===== src/rtl/dm_port_arbiter_if.sv =====
// Bus bundle for the data-memory port arbiter: pipeline MEM-stage request,
// DMA requester, and the single-port data-memory connection.
interface dm_port_arbiter_if #(
    parameter int DATA_W = 32
);
    // Pipeline MEM stage (from EX_MEM)
    logic              cpu_MemRead;
    logic              cpu_MemWrite;
    logic [DATA_W-1:0] cpu_Addr;
    logic [DATA_W-1:0] cpu_WriteData;
    logic [DATA_W-1:0] cpu_ReadData;
    logic              cpu_Stall;

    // DMA handshake: a transfer happens on every rising edge where
    // dma_valid & dma_ready are both high. Once dma_valid rises, the requester
    // keeps it high with dma_write/dma_addr/dma_wdata stable until dma_ready;
    // dma_ready may depend combinationally on dma_valid. Read data comes back
    // one cycle later as a single-cycle dma_rvalid pulse with dma_rdata.
    logic              dma_valid;
    logic              dma_write;
    logic [DATA_W-1:0] dma_addr;
    logic [DATA_W-1:0] dma_wdata;
    logic              dma_ready;
    logic [DATA_W-1:0] dma_rdata;
    logic              dma_rvalid;

    logic [1:0]        owner;

    // Data memory
    logic [DATA_W-1:0] MemAddr;
    logic [DATA_W-1:0] MemWriteData;
    logic              MemRead;
    logic              MemWrite;
    logic [DATA_W-1:0] MemReadData;

    modport slave (
        input  cpu_MemRead, cpu_MemWrite, cpu_Addr, cpu_WriteData,
        output cpu_ReadData, cpu_Stall,
        input  dma_valid, dma_write, dma_addr, dma_wdata,
        output dma_ready, dma_rdata, dma_rvalid,
        output owner,
        output MemAddr, MemWriteData, MemRead, MemWrite,
        input  MemReadData
    );

    modport master (
        output cpu_MemRead, cpu_MemWrite, cpu_Addr, cpu_WriteData,
        input  cpu_ReadData, cpu_Stall,
        output dma_valid, dma_write, dma_addr, dma_wdata,
        input  dma_ready, dma_rdata, dma_rvalid,
        input  owner,
        input  MemAddr, MemWriteData, MemRead, MemWrite,
        output MemReadData
    );
endinterface


===== src/rtl/dm_port_arbiter.sv =====
// Shares the single-port data memory between the pipeline MEM stage and a DMA
// requester. The pipeline has priority; a starvation counter bounds DMA waiting.
module dm_port_arbiter #(
    parameter int DATA_W     = 32,
    parameter int STARVE_MAX = 4
) (
    input  logic                clk,
    input  logic                rst_n,
    dm_port_arbiter_if.slave    bus,
    output logic [3:0]          dbg_wait_cnt_o
);
    typedef enum logic [1:0] {
        OWN_IDLE = 2'b00,
        OWN_CPU  = 2'b01,
        OWN_DMA  = 2'b10
    } owner_e;

    localparam logic [3:0] STARVE_MAX_C = 4'(STARVE_MAX);

    owner_e            owner_q, owner_d;
    logic [3:0]        wait_cnt_q, wait_cnt_d;
    logic              dma_rvalid_q, dma_rvalid_d;
    logic [DATA_W-1:0] dma_rdata_q, dma_rdata_d;

    logic cpu_req;
    logic grant_cpu;
    logic grant_dma;

    // Grants are qualified by rst_n so that nothing reaches DM while in reset.
    always_comb begin
        cpu_req   = bus.cpu_MemRead | bus.cpu_MemWrite;
        grant_dma = rst_n & bus.dma_valid & (~cpu_req | (wait_cnt_q == STARVE_MAX_C));
        grant_cpu = rst_n & cpu_req & ~grant_dma;
    end

    always_comb begin
        bus.MemAddr      = '0;
        bus.MemWriteData = '0;
        bus.MemRead      = 1'b0;
        bus.MemWrite     = 1'b0;
        bus.cpu_ReadData = '0;
        bus.cpu_Stall    = 1'b0;
        bus.dma_ready    = 1'b0;
        if (grant_dma) begin
            bus.MemAddr      = bus.dma_addr;
            bus.MemWriteData = bus.dma_wdata;
            bus.MemWrite     = bus.dma_write;
            bus.MemRead      = ~bus.dma_write;
            bus.dma_ready    = 1'b1;
            bus.cpu_Stall    = cpu_req;
        end else if (grant_cpu) begin
            bus.MemAddr      = bus.cpu_Addr;
            bus.MemWriteData = bus.cpu_WriteData;
            bus.MemWrite     = bus.cpu_MemWrite;
            bus.MemRead      = bus.cpu_MemRead;
            bus.cpu_ReadData = bus.MemReadData;
        end
    end

    always_comb begin
        owner_d      = OWN_IDLE;
        wait_cnt_d   = wait_cnt_q;
        dma_rvalid_d = 1'b0;
        dma_rdata_d  = dma_rdata_q;

        if (grant_dma) begin
            owner_d = OWN_DMA;
        end else if (grant_cpu) begin
            owner_d = OWN_CPU;
        end

        // Counts consecutive cycles a waiting DMA request lost to the CPU.
        if (!bus.dma_valid || grant_dma) begin
            wait_cnt_d = '0;
        end else if (grant_cpu && (wait_cnt_q < STARVE_MAX_C)) begin
            wait_cnt_d = wait_cnt_q + 4'd1;
        end

        if (grant_dma && !bus.dma_write) begin
            dma_rvalid_d = 1'b1;
            dma_rdata_d  = bus.MemReadData;
        end
    end

    always_ff @(posedge clk or negedge rst_n) begin
        if (!rst_n) begin
            owner_q      <= OWN_IDLE;
            wait_cnt_q   <= '0;
            dma_rvalid_q <= 1'b0;
            dma_rdata_q  <= '0;
        end else begin
            owner_q      <= owner_d;
            wait_cnt_q   <= wait_cnt_d;
            dma_rvalid_q <= dma_rvalid_d;
            dma_rdata_q  <= dma_rdata_d;
        end
    end

    assign bus.owner      = owner_q;
    assign bus.dma_rvalid = dma_rvalid_q;
    assign bus.dma_rdata  = dma_rdata_q;
    assign dbg_wait_cnt_o = wait_cnt_q;

endmodule


===== src/flat_wrapper.sv =====
// flat-port wrapper written by rule: the top's interface ports become plain ports
module dm_port_arbiter_flat 
#(
    parameter int DATA_W     = 32,
    parameter int STARVE_MAX = 4
)
  (clk, rst_n, dbg_wait_cnt_o, bus_cpu_MemRead, bus_cpu_MemWrite, bus_cpu_Addr, bus_cpu_WriteData, bus_cpu_ReadData, bus_cpu_Stall, bus_dma_valid, bus_dma_write, bus_dma_addr, bus_dma_wdata, bus_dma_ready, bus_dma_rdata, bus_dma_rvalid, bus_owner, bus_MemAddr, bus_MemWriteData, bus_MemRead, bus_MemWrite, bus_MemReadData);
  dm_port_arbiter_if #(.DATA_W(DATA_W)) bus_i ();
  input  logic clk;
  input  logic rst_n;
  output logic [3:0] dbg_wait_cnt_o;
  input wire logic [$bits(bus_i.cpu_MemRead)-1:0] bus_cpu_MemRead;
  input wire logic [$bits(bus_i.cpu_MemWrite)-1:0] bus_cpu_MemWrite;
  input wire logic [$bits(bus_i.cpu_Addr)-1:0] bus_cpu_Addr;
  input wire logic [$bits(bus_i.cpu_WriteData)-1:0] bus_cpu_WriteData;
  output wire logic [$bits(bus_i.cpu_ReadData)-1:0] bus_cpu_ReadData;
  output wire logic [$bits(bus_i.cpu_Stall)-1:0] bus_cpu_Stall;
  input wire logic [$bits(bus_i.dma_valid)-1:0] bus_dma_valid;
  input wire logic [$bits(bus_i.dma_write)-1:0] bus_dma_write;
  input wire logic [$bits(bus_i.dma_addr)-1:0] bus_dma_addr;
  input wire logic [$bits(bus_i.dma_wdata)-1:0] bus_dma_wdata;
  output wire logic [$bits(bus_i.dma_ready)-1:0] bus_dma_ready;
  output wire logic [$bits(bus_i.dma_rdata)-1:0] bus_dma_rdata;
  output wire logic [$bits(bus_i.dma_rvalid)-1:0] bus_dma_rvalid;
  output wire logic [$bits(bus_i.owner)-1:0] bus_owner;
  output wire logic [$bits(bus_i.MemAddr)-1:0] bus_MemAddr;
  output wire logic [$bits(bus_i.MemWriteData)-1:0] bus_MemWriteData;
  output wire logic [$bits(bus_i.MemRead)-1:0] bus_MemRead;
  output wire logic [$bits(bus_i.MemWrite)-1:0] bus_MemWrite;
  input wire logic [$bits(bus_i.MemReadData)-1:0] bus_MemReadData;
  assign bus_i.cpu_MemRead = bus_cpu_MemRead;
  assign bus_i.cpu_MemWrite = bus_cpu_MemWrite;
  assign bus_i.cpu_Addr = bus_cpu_Addr;
  assign bus_i.cpu_WriteData = bus_cpu_WriteData;
  assign bus_cpu_ReadData = bus_i.cpu_ReadData;
  assign bus_cpu_Stall = bus_i.cpu_Stall;
  assign bus_i.dma_valid = bus_dma_valid;
  assign bus_i.dma_write = bus_dma_write;
  assign bus_i.dma_addr = bus_dma_addr;
  assign bus_i.dma_wdata = bus_dma_wdata;
  assign bus_dma_ready = bus_i.dma_ready;
  assign bus_dma_rdata = bus_i.dma_rdata;
  assign bus_dma_rvalid = bus_i.dma_rvalid;
  assign bus_owner = bus_i.owner;
  assign bus_MemAddr = bus_i.MemAddr;
  assign bus_MemWriteData = bus_i.MemWriteData;
  assign bus_MemRead = bus_i.MemRead;
  assign bus_MemWrite = bus_i.MemWrite;
  assign bus_i.MemReadData = bus_MemReadData;
  dm_port_arbiter #(.DATA_W(DATA_W), .STARVE_MAX(STARVE_MAX)) u_core (.clk(clk), .rst_n(rst_n), .bus(bus_i), .dbg_wait_cnt_o(dbg_wait_cnt_o));
endmodule

===== config.mk =====
export PLATFORM = sky130hd
export DESIGN_NAME = dm_port_arbiter_flat
export DESIGN_NICKNAME = d
export VERILOG_FILES = /design/src/rtl/dm_port_arbiter_if.sv /design/src/rtl/dm_port_arbiter.sv /design/src/flat_wrapper.sv
export SDC_FILE = /design/constraint.sdc
export NUM_CORES = 1
export LEC_CHECK = 0
export ABC_AREA = 1
export ABC_CLOCK_PERIOD_IN_PS = 2420
export CAP_MARGIN = 10
export CELL_PAD_IN_SITES_DETAIL_PLACEMENT = 1
export CELL_PAD_IN_SITES_GLOBAL_PLACEMENT = 2
export CORE_UTILIZATION = 13
export CTS_BUF_LIST = sky130_fd_sc_hd__clkbuf_2 sky130_fd_sc_hd__clkbuf_4 sky130_fd_sc_hd__clkbuf_8
export CTS_CLUSTER_DIAMETER = 80
export DETAILED_ROUTE_END_ITERATION = 10
export GPL_TIMING_DRIVEN = 1
export PLACE_DENSITY = 0.9
export SYNTH_ARGS = -nofsm -noshare
export SYNTH_HDL_FRONTEND = slang
export SYNTH_SLANG_ARGS = --single-unit

===== constraint.sdc =====
create_clock -name clk -period 2.42 [get_ports clk]
set_input_delay 0.484 -clock clk [delete_from_list [all_inputs] [get_ports clk]]
set_output_delay 0.484 -clock clk [all_outputs]
set_load 0.05 [all_outputs]

# After elaboration in Yosys (flattened, before gate mapping)
# Index checks and enable logic that the tools add are counted.
# Widths: inputs -> output; s select.
# word_totals
reg_bits	39
out_inout_bits	139
romBits	0
word_cells	39
ram_bits	0
inputBits	166
latchBits	0
n_memories	0
# op_classes
eq_ne	1
bitwise_logic	9
magnitude_cmp	1
div_mod_pow	0
n_reduce_logical	6
n_shift	0
n_addsub	1
n_mul	0
muxes	17
# ops
op	n
$mux 32	6
$mux 1	8
$mux 4	2
$add 4x1->4 const B	1
$and 1x1->1	4
$eq 4x3->1 const B	1
$lt 4x3->1 const B	1
$not 1->1	3
$logic_and 1x1->1	2
$logic_not 1->1	2
$mux 2	1
$or 1x1->1	2
$reduce_bool 2->1	1
$logic_or 1x1->1	1

# Longest topological paths before layout
# Gate-level depths: netlist (run 1).
# depth
ltp_word	9
mapped_depth	9
depth_no_buf	8

# Worst setup path before layout (run 1)
# No wires, ideal clock.
# synth_path
path_kind	register -> output
startpoint	register u_core.wait_cnt_q[0] (netlist: u_core.dbg_wait_cnt_o[0])
endpoint	output bus_cpu_ReadData[22]
stages_incl_launch_ff	9
path_buffers	1
arrival_ns	2.189
required_time_ns	1.936
setup_slack_ns	-0.253
path_cell_list	dfrtp_1 -> inv_1 -> ha_1 -> nand3_1 -> nand2_2 -> nand2_2 -> nand2_2 -> buf_2 -> nor2_1
# synth_via
elab_chain_len	7
# synth_rtl
item	line	source
from (decl)	dm_port_arbiter.sv:21	logic [3:0] wait_cnt_q, wait_cnt_d;
from (signal assigned)	dm_port_arbiter.sv:93	wait_cnt_q <= wait_cnt_d;
$eq 4x3->1 (*)	dm_port_arbiter.sv:32	grant_dma = rst_n & bus.dma_valid & (~cpu_req | (wait_cnt_q == STARVE_MAX_C));
$or 1x1->1 (*)	dm_port_arbiter.sv:32	
$and 1x1->1 (*)	dm_port_arbiter.sv:32	
$not 1->1	dm_port_arbiter.sv:33	grant_cpu = rst_n & cpu_req & ~grant_dma;
$and 1x1->1	dm_port_arbiter.sv:33	
$mux 32	dm_port_arbiter.sv:51	end else if (grant_cpu) begin
$mux 32 (*)	dm_port_arbiter.sv:44	if (grant_dma) begin
to (decl)	flat_wrapper.sv:16	output wire logic [$bits(bus_i.cpu_ReadData)-1:0] bus_cpu_ReadData;
# Mark *: on every way between the ends. The rest lies on a longest branch, timed or not.

# Worst setup path after layout (run 1)
# layout_path
startpoint	register u_core.wait_cnt_q[0] (netlist: u_core.dbg_wait_cnt_o[0])
endpoint	output bus_MemAddr[3]
# layout_via
elab_chain_len	7
# layout_rtl
item	line	source
$eq 4x3->1 (*)	dm_port_arbiter.sv:32	
$or 1x1->1 (*)	dm_port_arbiter.sv:32	
$and 1x1->1 (*)	dm_port_arbiter.sv:32	
$not 1->1	dm_port_arbiter.sv:33	
$and 1x1->1	dm_port_arbiter.sv:33	
$mux 32	dm_port_arbiter.sv:51	
$mux 32 (*)	dm_port_arbiter.sv:44	
to (decl)	flat_wrapper.sv:26	output wire logic [$bits(bus_i.MemAddr)-1:0] bus_MemAddr;
# Marked as above.

==> flow_metrics.py, run 1 <==
metrics = {
    "run_status": {
        "status": "finished, final reports clean",
    },
    "global_routing": {
        "grt_max_degree": 41,
        "grt_pass1_wl_um": 25800,
        "grt_pass1_vias": 4584,
        "grtUsageTotal": 0.150,
        "antenna_found_initial": 0,
        "overflow": 0,
    },
    "drt": {
        "drt-initial-drc-count": 134,
        "wl_per_cell_um": 17.3,
        "num_vias": 4417,
        "dr.pass1.iters": 4,
        "viasPerCell": 4.12,
        "wl_um": 18500,
        "drc_errors": 0,
        "antenna_left": 0,
    },
    "sta": {
        "relSlewSlack": 0.612,
        "hold_viol": 0,
        "max_freq_mhz": 421,
        "fin_skew_ns": 0.00319,
        "finalCriticalPeriod_ns": 2.37,
        "slew_viol_final": 0,
        "worst_pin_slew_ns": 0.580,
        "min_period_over_period": 0.981,
        "setup_viol": 0,
        "rsz0062_at_grt": "true",
    },
    "logic_synthesis": {
        "synth_area_mm2": 0.00289,
        "yosysWarnings": 0,
        "syn-mean-instance-area_um2": 6.13,
        "synth_top_area_share": 0.337,
        "syn-num-nets": 640,
        "synth.most_common_cell": "nand2_1",
        "synth_seq_cells": 39,
        "synth_common_cells": "nand2_1, nand3_1, nor2_1, inv_1, dfrtp_1",
        "synthArstFlopShare": 1.00,
        "yosysSeqAreaShare": 0.337,
        "synth_edf_count": 0,
        "synth_top_area_cell": "dfrtp_1",
        "synth.distinct_cells": 18,
        "syn_inst": 472,
        "synthFlopType": "dfrtp_1",
        "synth_area_leaders": "dfrtp_1, nand2_1, nand3_1, nand4_1, nor2_1",
    },
    "worst_setup_path": {
        "cp_data_arrival_time_ns": 1.89,
        "crit_slowest_cell": "dfrtp_2",
        "cp_max_fo": 6,
        "critPathMaxStageDelay_ns": 0.42,
        "required_ns": 1.94,
        "worstSetupPathType": "reg -> out",
        "reg2reg_depth": 9,
        "r2r-start": "u_core.dbg_wait_cnt_o[0]$_DFFE_PN0P_",
        "end_kind": "primary output",
        "cp_top_family": "buffers and inverters",
        "critPathBufInv": 5,
        "r2r_slack_ns": 0.77,
        "timing.rr.end": "u_core.bus.dma_rdata[31]$_DFFE_PN0P_",
        "path_cells": "inv_2 -> ha_4 -> nand3_4 -> a21oi_4 -> buf_4 -> buf_6 -> buf_12 -> nand2_1 -> nand2_1 -> buf_12",
        "startpoint_type": "flip-flop",
    },
    "power": {
        "p_leak_nw": 3.72,
        "peakVddDrop_mv": 0.341,
        "p_per_area_mw_per_mm2": 461,
    },
    "final_layout": {
        "fin_util": 0.374,
        "fin_nets": 958,
        "nFillCells": 2494,
        "drive_gt1_frac": 0.324,
        "antennaDiodeCount": 0,
        "layout.cells.non_filler": 1071,
        "area_growth_pct": 182,
        "final_area_mm2": 0.00815,
    },
    "floorplanning": {
        "rows": 54,
        "dieWidth_um": 151,
        "core-area_mm2": 0.0218,
        "die_h_um": 151,
        "die-area_mm2": 0.0229,
        "ios": 305,
        "initial_core_util": 0.133,
    },
    "placement": {
        "port_buffers": 304,
        "gp_congestion": 0.711,
        "place_inst": 1042,
        "hpwl_um": 13400,
        "placed_cell_area_mm2": 0.00740,
    },
    "hold_path": {
        "hold_class": "in -> async",
    },
    "cts": {
        "cts_sinks": 39,
        "postCtsHoldBufs": 0,
        "clock_latency_ns": 0.30,
        "clock_path_buffers": 2,
        "cts-htree-levels": 2,
        "cts_tree": "built",
        "clk_pin_slew_ns": 0.09,
        "cts_buffers": 5,
        "cts_root_buf": "clkbuf_8",
    },
    "run": {
        "cap_violations": 0,
    },
}
==> cells by family after synthesis <==
logic type / count (synthesis) / share of synthesized area
flops: 39 / 0.337
simple gates: 350 / 0.521
fa+ha+maj: 2 / 0.00865
buf+inv: 80 / 0.131
compound gates: 1 / 0.00173
==> through the flow <==
stage	hold slack (ns)	setup WS (ns)	TNS (ns)	power, mW
after floorplan	0.188	-0.0491	-1.21	1.94
after global placement	0.452	-0.122	-2.60	3.07
after detailed placement	0.458	-0.151	-5.56	3.10
after CTS	0.411	-0.0143	-0.124	3.79
after global routing	0.435	-0.0548	-0.570	3.93
final	0.385	0.0463	0	3.76
==> per-layer routing <==
metal  global-route usage  wire [µm]  part of all wire  vias up
met3               0.0425       1570             0.085       18
met4               0.0385        312             0.017        0
li1                     -          -                 -     2113
met2                0.300      10200              0.55      186
met1                0.149       6390              0.35     2100
met5                    0          0                 0        -
==> power breakdown <==
| group | internal [mW] | switching, mW | leakage (nW) |
|---|---|---|---|
| clock | 0.308 | 0.263 | 0.0581 |
| sequential | 0.771 | 0.0673 | 0.499 |
| combinational | 1.02 | 1.34 | 3.16 |
==> worst register-to-register path, stage by stage (launching register included) <==
cell     delay, ns
dfrtp_2       0.42
inv_2         0.08
ha_4          0.14
nand3_4       0.09
nand2_4       0.12
buf_12        0.19
nand3_2       0.14
buf_4         0.23
nand2_1       0.09
nand2_1       0.05
==> layout by cell type, fill, tap and decap left out, types with 5 or more instances in the layout <==
cell / count
buf_12: 110
inv_1: 38
clkdlybuf4s50_1: 199
dfrtp_1: 38
nand3_1: 67
nor2_2: 21
buf_16: 5
nor2_4: 14
nand2_1: 148
inv_2: 5
clkbuf_8: 5
nand4_1: 32
buf_4: 22
nor2_1: 7
nand2_2: 54
==> layout make-up <==
type / count / area [µm²] / share of cell area
inverter: 44 / 165 / 0.0203
clock buffer: 5 / 68.8 / 0.00844
tap: 280 / 350 / 0.0430
timing repair buffer: 347 / 4660 / 0.572
multi-input combinational: 353 / 1890 / 0.231
sequential: 39 / 977 / 0.120
clock inverter: 3 / 43.8 / 0.00537
==> flip-flops by register name (all words and copies together) (netlist names) <==
signal	flops
u_core.bus.owner	2
u_core.bus.dma_rvalid	1
u_core.bus.dma_rdata	32
u_core.dbg_wait_cnt_o	4
==> how the worst max path moves through the flow <==
stage                                               startpoint              endpoint  slack, ns  depth (start not counted)
after floorplan           u_core.dbg_wait_cnt_o[1]$_DFFE_PN0P_   bus_cpu_ReadData[0]      -0.05                          7
after global placement                         bus_cpu_MemRead  bus_MemWriteData[16]      -0.12                          9
after detailed placement                       bus_cpu_MemRead  bus_MemWriteData[16]      -0.15                          9
after CTS                 u_core.dbg_wait_cnt_o[0]$_DFFE_PN0P_       bus_MemAddr[16]      -0.01                          8
after global routing      u_core.dbg_wait_cnt_o[0]$_DFFE_PN0P_       bus_MemAddr[12]      -0.05                         10
final                     u_core.dbg_wait_cnt_o[0]$_DFFE_PN0P_        bus_MemAddr[3]       0.05                         10
==> repair_timing <==
| action | 4_1_cts | 5_1_grt |
|---|---|---|
| pin swaps | 8 | 17 |
| setup buffers | 8 | 5 |
| setup endpoints to repair | 99 | 75 |
| gates resized for setup | 64 | 34 |
| cloned | 7 | 2 |
Note: power is estimated with default switching activity, not from simulation.
==> run 2, diff against run 1 <==
--- a/config.mk
+++ b/config.mk
@@ -7,7 +7,7 @@
 export LEC_CHECK = 0
 export ABC_AREA = 1
 export ABC_CLOCK_PERIOD_IN_PS = 2420
-export CAP_MARGIN = 10
+export CAP_MARGIN = 40
 export CELL_PAD_IN_SITES_DETAIL_PLACEMENT = 1
 export CELL_PAD_IN_SITES_GLOBAL_PLACEMENT = 2
 export CORE_UTILIZATION = 13
==> constraint.sdc (replaced) <==
create_clock -name clk -period 2.42 [get_ports clk]
set_input_delay 0.484 -clock clk [delete_from_list [all_inputs] [get_ports clk]]
set_output_delay 0.484 -clock clk [all_outputs]
set_load 0.1 [all_outputs]
==> run 2 against run 1 <==
Compared with the run above:
- worst setup slack worse by 0.10 ns
- total power up 22%
- worst hold slack lost 0.0060 ns
- the run now ends with negative setup slack left
- critical path depth shrank 2
- sequential share of layout area shrank 0.62 points
- final cell count increased by 0.93%
- clock power decreased by 19%
- via count rose by 2.3%
- die area is the same
- sequential cell count unchanged
- highest routed layer unchanged
- utilization up 2.4 points
==> flow_metrics.py, run 2 (synthesis results as in run 1) <==
metrics = {
    "drt": {
        "wl_per_cell_um": 17.0,
        "antenna_left": 0,
        "drc_errors": 0,
        "drt-initial-drc-count": 64,
        "dr.pass1.iters": 4,
        "viasPerCell": 4.18,
        "num_vias": 4520,
        "wl_um": 18400,
    },
    "worst_setup_path": {
        "startpoint_type": "input pin",
        "worstSetupPathType": "in -> out",
        "cp_data_arrival_time_ns": 1.99,
        "crit_path_end": "bus_MemAddr[3]",
        "r2r-start": "u_core.dbg_wait_cnt_o[1]$_DFFE_PN0P_",
        "timing.rr.end": "u_core.bus.dma_rdata[29]$_DFFE_PN0P_",
        "r2r_slack_ns": 0.58,
        "end_kind": "primary output",
        "required_ns": 1.94,
        "crit_path_start": "bus_dma_valid",
        "cp_max_fo": 8,
        "reg2reg_depth": 9,
    },
    "final_layout": {
        "layout.cells.non_filler": 1081,
        "area_growth_pct": 200,
        "largest_register_ff_count": 32,
        "final_area_mm2": 0.00867,
        "layout_commonest_cell": "clkdlybuf4s50_1",
        "fin_nets": 966,
        "final_cell_mix": "clkdlybuf4s50_1, buf_12, nand2_1",
        "drive_gt1_frac": 0.477,
    },
    "cts": {
        "cts_sinks": 39,
        "clock_path_buffers": 2,
        "cts_tree": "built",
        "clock_latency_ns": 0.30,
        "clk_pin_slew_ns": 0.08,
        "cts_root_buf": "clkbuf_8",
        "cts_buffers": 5,
        "postCtsHoldBufs": 0,
        "cts-htree-levels": 2,
    },
    "sta": {
        "fin_skew_ns": 0.0118,
        "min_period_over_period": 1.02,
        "setup_viol": 84,
        "max_freq_mhz": 404,
        "worst_pin_slew_ns": 0.544,
        "relSlewSlack": 0.637,
        "fin_tns_setup_ns": -1.94,
        "hold_viol": 0,
        "fin_ws_ns": -0.0581,
        "rsz0062_at_grt": "true",
        "slew_viol_final": 0,
        "finalCriticalPeriod_ns": 2.48,
    },
    "power": {
        "peakVddDrop_mv": 0.285,
        "p_leak_nw": 4.00,
        "p_int_mw": 2.02,
        "clkPwrFrac": 0.101,
        "power_switching_mw": 2.56,
        "p_per_area_mw_per_mm2": 528,
        "p_seq_frac": 0.184,
        "swShare": 0.559,
        "total_power_mw": 4.58,
        "p_comb_frac": 0.715,
    },
    "floorplanning": {
        "initial_core_util": 0.133,
        "core-area_mm2": 0.0218,
        "die_h_um": 151,
        "die-area_mm2": 0.0229,
        "rows": 54,
        "dieWidth_um": 151,
        "ios": 305,
    },
    "placement": {
        "gp_congestion": 0.771,
        "place_inst": 1057,
        "port_buffers": 304,
        "hpwl_um": 14200,
        "placed_cell_area_mm2": 0.00788,
    },
    "run_status": {
        "violations": "negative setup slack",
        "status": "complete, but fails checks",
    },
    "global_routing": {
        "overflow": 0,
        "grt_max_degree": 41,
        "grt_pass1_vias": 4881,
        "grt_pass1_wl_um": 26800,
        "grtUsageTotal": 0.154,
        "antenna_found_initial": 1,
    },
    "run": {
        "cap_violations": 0,
    },
    "hold_path": {
        "hold_class": "in -> async",
    },
}
run 2: metal layers:
layer | GRT usage | routed length [µm]
met1 | 0.165 | 6700
met2 | 0.300 | 9940
met3 | 0.0455 | 1640
met4 | 0.0210 | 108
met5 | 0 | 0
run 2: worst max-delay path, stage by stage:
cell	delay, ns
clkdlybuf4s50_1	0.49
nand2_1	0.12
a21oi_4	0.21
buf_12	0.20
buf_12	0.15
nand2_1	0.07
nand2_2	0.10
buf_12	0.18
run 2: power by group through the flow:
stage | Combinational (mW) | Sequential [mW] | Clock, mW
2_1_floorplan | 1.15 | 1.73 | 0
3_3_place_gp | 3.15 | 0.850 | 0
3_5_place_dp | 3.18 | 0.858 | 0
4_1_cts | 3.27 | 0.847 | 0.491
5_1_grt | 3.40 | 0.860 | 0.512
6_report | 3.28 | 0.845 | 0.461
run 2: timing repair:
item / 4_1_cts / 5_1_grt
buffers inserted: 10 / 1
gates resized for setup: 98 / 33
gates cloned: 3 / 2
setup endpoints to repair: 99 / 99
pin swaps: 20 / 15
run 2: through the flow:
stage / hold slack, ns / worst slack, ns / util
floorplan: 0.188 / 0.00349 / -
global placement: 0.456 / -0.114 / 0.361
detailed placement: 0.463 / -0.132 / 0.361
CTS: 0.416 / -0.0898 / 0.390
global route: 0.436 / -0.142 / 0.397
finish: 0.379 / -0.0581 / 0.397
run 2: worst min-delay path by stage:
stage / from / endpoint / slack, ns / depth (start not counted)
final: rst_n / u_core.bus.dma_rdata[9]$_DFFE_PN0P_ / 0.38 / 2
after global routing: rst_n / u_core.bus.dma_rdata[9]$_DFFE_PN0P_ / 0.44 / 2
after CTS: rst_n / u_core.bus.dma_rdata[4]$_DFFE_PN0P_ / 0.42 / 2
after detailed placement: u_core.bus.dma_rdata[13]$_DFFE_PN0P_ / u_core.bus.dma_rdata[13]$_DFFE_PN0P_ / 0.46 / 2
after global placement: u_core.bus.dma_rdata[25]$_DFFE_PN0P_ / u_core.bus.dma_rdata[25]$_DFFE_PN0P_ / 0.46 / 2
after floorplan: rst_n / u_core.bus.dma_rdata[0]$_DFFE_PN0P_ / 0.19 / 0
run 2: cell type report:
type                            instances  area, µm²
Inverter                               44        174
Fill cell                            2434      13100
Timing Repair Buffer                  355       4630
Antenna cell                            2       5.00
Clock buffer                            7       83.8
Multi-Input combinational cell        353       2440
Sequential cell                        39        986
Clock inverter                          1       5.00
Tap cell                              280        350
